`config.mk`:
```
export PLATFORM = sky130hd
export DESIGN_NAME = fetch_ctrl
export DESIGN_NICKNAME = d
export VERILOG_FILES = /design/src/rtl/fetch_ctrl_pkg.sv /design/src/rtl/fetch_buf.sv /design/src/rtl/fetch_ctrl.sv
export SDC_FILE = /design/constraint.sdc
export NUM_CORES = 1
export LEC_CHECK = 0
export BUFFER_PORTS_ARGS = -buffer_cell sky130_fd_sc_hd__buf_2
export CORE_AREA = 2 2 122 124
export CTS_BUF_LIST = sky130_fd_sc_hd__clkbuf_4
export DETAILED_ROUTE_END_ITERATION = 12
export DIE_AREA = 0 0 124 126
export GPL_TIMING_DRIVEN = 0
export PLACE_DENSITY = 0.89
export SLEW_MARGIN = 20
export SYNTH_ARGS = -nofsm -noshare
export SYNTH_HDL_FRONTEND = slang
export SYNTH_SLANG_ARGS = --single-unit
```
`constraint.sdc`:
```
create_clock -name clk -period 3.6 [get_ports clk]
set_input_delay 0.72 -clock clk [delete_from_list [all_inputs] [get_ports clk]]
set_output_delay 0.72 -clock clk [all_outputs]
set_load 0.02 [all_outputs]
```
`src/rtl/fetch_ctrl_pkg.sv`:
```
// Shared types and constants for the instruction fetch sequencer.
// State encodings are fixed so trace and debug tools can decode them.
package fetch_ctrl_pkg;

  localparam int unsigned WIDTH    = 32;
  localparam int unsigned MEM_SIZE = 15;
  localparam int unsigned PC_W     = 32;

  typedef enum logic [1:0] {
    ST_IDLE  = 2'd0,
    ST_FETCH = 2'd1,
    ST_DRAIN = 2'd2,
    ST_HALT  = 2'd3
  } fetch_state_t;

  typedef struct packed {
    logic [WIDTH-1:0] inst;
    logic [PC_W-1:0]  pc;
  } fetch_entry_t;

endpackage

```
`src/rtl/fetch_buf.sv`:
```
// Small in-order FIFO of fetched {inst, pc}; entry 0 is always the head,
// so head outputs come straight from a register.
module fetch_buf
  import fetch_ctrl_pkg::*;
#(
  parameter int unsigned BUF_DEPTH = 2
) (
  input  logic                                clk,
  input  logic                                rst_n,
  input  logic                                push,
  input  fetch_entry_t                        din,
  input  logic                                pop,
  input  logic                                flush,
  output logic [$clog2(BUF_DEPTH+1)-1:0]      count,
  output logic                                valid,
  output fetch_entry_t                        head
);

  localparam int unsigned CNT_W = $clog2(BUF_DEPTH + 1);

  fetch_entry_t     ent0_q, ent0_d;
  fetch_entry_t     ent1_q, ent1_d;
  logic [CNT_W-1:0] count_q, count_d;
  logic             valid_q;
  logic             do_pop;
  logic             do_push;

  // Next-state: flush dominates; simultaneous push/pop keeps the count.
  always_comb begin
    ent0_d  = ent0_q;
    ent1_d  = ent1_q;
    count_d = count_q;
    do_pop  = pop && (count_q != CNT_W'(0));
    do_push = push && ((count_q < CNT_W'(BUF_DEPTH)) || do_pop);
    if (flush) begin
      count_d = CNT_W'(0);
    end else begin
      unique case ({do_push, do_pop})
        2'b10: begin
          if (count_q == CNT_W'(0)) ent0_d = din;
          else                      ent1_d = din;
          count_d = count_q + CNT_W'(1);
        end
        2'b01: begin
          ent0_d  = ent1_q;
          count_d = count_q - CNT_W'(1);
        end
        2'b11: begin
          if (count_q == CNT_W'(1)) begin
            ent0_d = din;
          end else begin
            ent0_d = ent1_q;
            ent1_d = din;
          end
        end
        default: ;
      endcase
    end
  end

  always_ff @(posedge clk or negedge rst_n) begin
    if (!rst_n) begin
      ent0_q  <= '0;
      ent1_q  <= '0;
      count_q <= '0;
      valid_q <= 1'b0;
    end else begin
      ent0_q  <= ent0_d;
      ent1_q  <= ent1_d;
      count_q <= count_d;
      valid_q <= (count_d != CNT_W'(0));
    end
  end

  assign count = count_q;
  assign valid = valid_q;
  assign head  = ent0_q;

endmodule

```
`src/rtl/fetch_ctrl.sv`:
```
// Instruction fetch sequencer: drives pc to instr_mem, buffers returned
// instructions, hands them to decode and applies execute redirects.
module fetch_ctrl
  import fetch_ctrl_pkg::*;
#(
  parameter int unsigned MEM_DEPTH = MEM_SIZE + 1,
  parameter int unsigned BUF_DEPTH = 2
) (
  input  logic             clk,
  input  logic             rst_n,
  input  logic             start,
  output logic [PC_W-1:0]  pc,
  input  logic [WIDTH-1:0] inst_in,
  input  logic             redirect_valid,
  input  logic [PC_W-1:0]  redirect_target,
  output logic             out_valid,
  input  logic             out_ready,
  output logic [WIDTH-1:0] out_inst,
  output logic [PC_W-1:0]  out_pc,
  output logic             busy,
  output logic             halted
);

  localparam int unsigned CNT_W   = $clog2(BUF_DEPTH + 1);
  localparam logic [PC_W-1:0] LAST_PC = PC_W'(MEM_DEPTH - 1);

  fetch_state_t     state_q, state_d;
  logic [PC_W-1:0]  pc_q, pc_d;
  logic             busy_q, halted_q;
  logic             push, pop, flush, fire;
  logic [CNT_W-1:0] count;
  fetch_entry_t     head;

  // A fetch fires only if the buffer has room after this cycle's pop.
  assign pop  = out_valid & out_ready;
  assign fire = (count < CNT_W'(BUF_DEPTH)) || out_ready;

  always_comb begin
    state_d = state_q;
    pc_d    = pc_q;
    push    = 1'b0;
    flush   = 1'b0;
    unique case (state_q)
      ST_IDLE, ST_HALT: begin
        if (start) begin
          state_d = ST_FETCH;
          pc_d    = '0;
          flush   = 1'b1;
        end
      end
      ST_FETCH, ST_DRAIN: begin
        if (redirect_valid) begin
          flush = 1'b1;
          if (redirect_target < PC_W'(MEM_DEPTH)) begin
            state_d = ST_FETCH;
            pc_d    = redirect_target;
          end else begin
            state_d = ST_HALT;
          end
        end else if (state_q == ST_FETCH) begin
          if (fire) begin
            push = 1'b1;
            if (pc_q == LAST_PC) state_d = ST_DRAIN;
            else                 pc_d    = pc_q + PC_W'(1);
          end
        end else if (pop && (count == CNT_W'(1))) begin
          state_d = ST_HALT;
        end
      end
      default: state_d = ST_IDLE;
    endcase
  end

  always_ff @(posedge clk or negedge rst_n) begin
    if (!rst_n) begin
      state_q  <= ST_IDLE;
      pc_q     <= '0;
      busy_q   <= 1'b0;
      halted_q <= 1'b0;
    end else begin
      state_q  <= state_d;
      pc_q     <= pc_d;
      busy_q   <= (state_d == ST_FETCH) || (state_d == ST_DRAIN);
      halted_q <= (state_d == ST_HALT);
    end
  end

  fetch_buf #(
    .BUF_DEPTH (BUF_DEPTH)
  ) u_buf (
    .clk   (clk),
    .rst_n (rst_n),
    .push  (push),
    .din   ('{inst: inst_in, pc: pc_q}),
    .pop   (pop),
    .flush (flush),
    .count (count),
    .valid (out_valid),
    .head  (head)
  );

  assign pc       = pc_q;
  assign out_inst = head.inst;
  assign out_pc   = head.pc;
  assign busy     = busy_q;
  assign halted   = halted_q;

endmodule

```
==> impl_metrics.toml <==
[critical_path]
crit_path_end_kind = "flip-flop"
r2r_slack_ps = 390
cpLargestDelayFamily = "simple AND/OR/NAND/NOR gates"
path_buf_inv = 3
critPathLaunchType = "flip-flop"
worstReg2RegStart = "state_q[0]"
crit_slowest_cell = "nand2_1"
cp.required_ps = 4110
slowest_delay_ps = 480
cp.arrival_ps = 3710
path_cells = "ha_1 > clkbuf_1 > nor2_2 > nand3_1 > inv_1 > ha_1 > nand2_1 > nand2_1 > clkbuf_1 > a22oi_1 > a21oi_1"
worstSetupPathType = "reg2reg"
crit_path_max_fanout = 10
timing.rr.end = "u_buf.head[13]"
reg2reg_depth = 11

[synth]
syn_inst = 761
syn-cell-area_um2 = 8010
synth-main-ff-cell = "dfrtp_1"
ys_warn_count = 0
synth_top_family_by_area = "compound AO/OA/AOI/OAI gates"
syn_nets = 839
synth_mux_area_share_pct = 9.37
async_reset_ff_share_pct = 100
syn_area_per_cell_um2 = 10.5
ys_ff_latch = 167
synth_compound_area_share_pct = 18.7
synth-edff-count = 0
synthAdderAreaFrac_pct = 1.41
yosys.area_share.simple_pct = 13.4
synthXorXnorAreaFrac_pct = 0
ys_types = 58
synth_seq_area_share_pct = 52.2

[die]
start_util_pct = 56.0
core-area_um2 = 14300
die_h_um = 126
io_pins = 168
die_w_um = 124
rows = 44
dieArea_um2 = 15600

[timing]
timing.fmax_ghz = 0.312
period_needed_ps = 3210
slew_violations = 0
finClkSkew_ps = 21.6
relSlewSlack_pct = 48.4
tightest_slew_ps = 771
finalSetupViolations = 0
setup_tns_ps = 0
final_hold_viol_count = 0
rsz0062_at_grt = "no"
post-route-period-util_pct = 89.1

[placed_design]
place_area_um2 = 9110
dp_hpwl_um = 14900
place.gp.congestion = 0.922
portBuffers = 166

[power_and_ir_drop]
combPwrFrac_pct = 43.3
internal_power_mw = 4.44
switching_share_pct = 42.5
p_leak_nw = 4.30
clkPwrFrac_pct = 14.7
pwr-share-seq_pct = 41.9
p_switching_mw = 3.28
total_power_mw = 7.72
irDropWorstVdd_mv = 0.412
p_per_area_nw_per_um2 = 821

[clocking]
h-tree-depth = 4
cts_inserted_buffers = 17
cts_tree = "yes"
clk_pin_slew_ps = 150
clk_latency_ps = 590
holdBufCountCts = 0
cts_root_buf = "clkbuf_4"
clock-sinks = 167
ctsLongestPathBuffers = 2

[grt]
grt_max_degree = 93
grt_first_pass_wirelength_um = 33900
grtUsageTotal_pct = 27.9
grt_pass1_vias = 6703
antenna_found_initial = 0
overflow = 0

[detailed_routing]
antenna_left = 0
avgViaCountPerCell = 6.13
num_vias = 7010
wl_um = 21100
wl_per_cell_um = 18.4
first_iter_violations = 677
drc = 0
first_pass_iters = 6

[layout]
syn2layout_area_growth_pct = 17.5
finalNetCount = 1025
finalInstanceArea_um2 = 9410
fillers = 1158
final_common_cell = "buf_2"
diodes = 0
drive_gt1_share_pct = 32.3
multiInputGateArea_um2 = 3450
mostFrequentLayoutCells = "buf_2 (187), dfrtp_1 (167), nor2_1 (94)"
seq_area_um2 = 4180

[status]
outcome = "completed"

[flow_run]
maxCapViolCount = 0

[min_path]
worst_hold_path_type = "in2async"
[final cells by class]
type                            instances  area share, %
Tap cell                              184           2.45
Buffer                                 60           3.47
Clock inverter                         13           1.65
Clock buffer                           18           1.44
Sequential cell                       167           44.4
Timing Repair Buffer                  167           9.23
Inverter                               18          0.718
Multi-Input combinational cell        516           36.6
[synthesized netlist by cell type, types with 10 or more instances]
cell type,number,area (um^2)
dfrtp_1,167,4180
nor2_1,96,360
a21oi_1,81,405
a22oi_1,69,518
mux2_2,59,664
nand2_1,29,109
clkbuf_1,23,86.3
buf_2,22,110
inv_1,18,67.6
nand3_1,17,85.1
nor3_1,15,75.1
o21ai_0,15,75.1
nor4_1,13,81.3
nand4_1,12,75.1
o31ai_1,10,75.1
[power groups by stage]
stage	combinational [mW]	clock [mW]	sequential (mW)
2_1_floorplan	1.66	0	3.76
3_3_place_gp	3.24	0	3.21
3_5_place_dp	3.33	0	3.27
4_1_cts	3.34	1.16	3.23
5_1_grt	3.64	1.24	3.33
6_report	3.35	1.14	3.24
[metrics by stage]
step | std cells | util (%) | worst slack, ps | hold WS, ps
floorplan | 761 | - | 931 | 424
global placement | 1111 | 63.4 | -680 | 468
detailed placement | 1112 | 63.6 | -207 | 479
CTS | 1143 | 65.7 | 131 | 159
global route | 1143 | 65.7 | 96.7 | 183
finish | 1143 | 65.7 | 394 | 149
[what timing repair did]
action | in CTS | in global routing
setup buffers | 0 | 0
setup endpoints to repair | 60 | 62
resized for setup | 1 | 2
[cells by family (layout without fill, tap and decap cells)]
kind of cell | Yosys count | after routing
simple gates | 213 | 213
flops | 167 | 167
buf+inv | 78 | 276
fa+ha+maj | 9 | 9
mux | 67 | 67
compound gates | 227 | 227
[flip-flops by register name, indices dropped and copies added, names as in the netlist]
register and cells:
state_q 2, halted 1, u_buf.head 64, u_buf.valid 1
busy 1, u_buf.ent1_q 64, u_buf.count 2, pc 32
[per-layer routing]
| layer | track usage (%) | up-vias | share of wire [%] |
|---|---|---|---|
| met5 | 0 | - | 0 |
| met4 | 11.0 | 0 | 3.3 |
| met3 | 6.11 | 69 | 9.5 |
| met2 | 44.0 | 378 | 47 |
| met1 | 37.8 | 3393 | 40 |
| li1 | - | 3170 | - |
[how the worst max path moves through the flow]
stage,start,end,depth (start not counted)
floorplan,redirect_valid,u_buf.ent1_q[32],9
global placement,rst_n,u_buf.head[0],1
CTS,state_q[0],u_buf.head[13],11
detailed placement,redirect_valid,u_buf.head[13],10
global route,state_q[0],u_buf.head[47],11
finish,state_q[0],u_buf.head[13],11
Power figures use the tool's default switching activity.
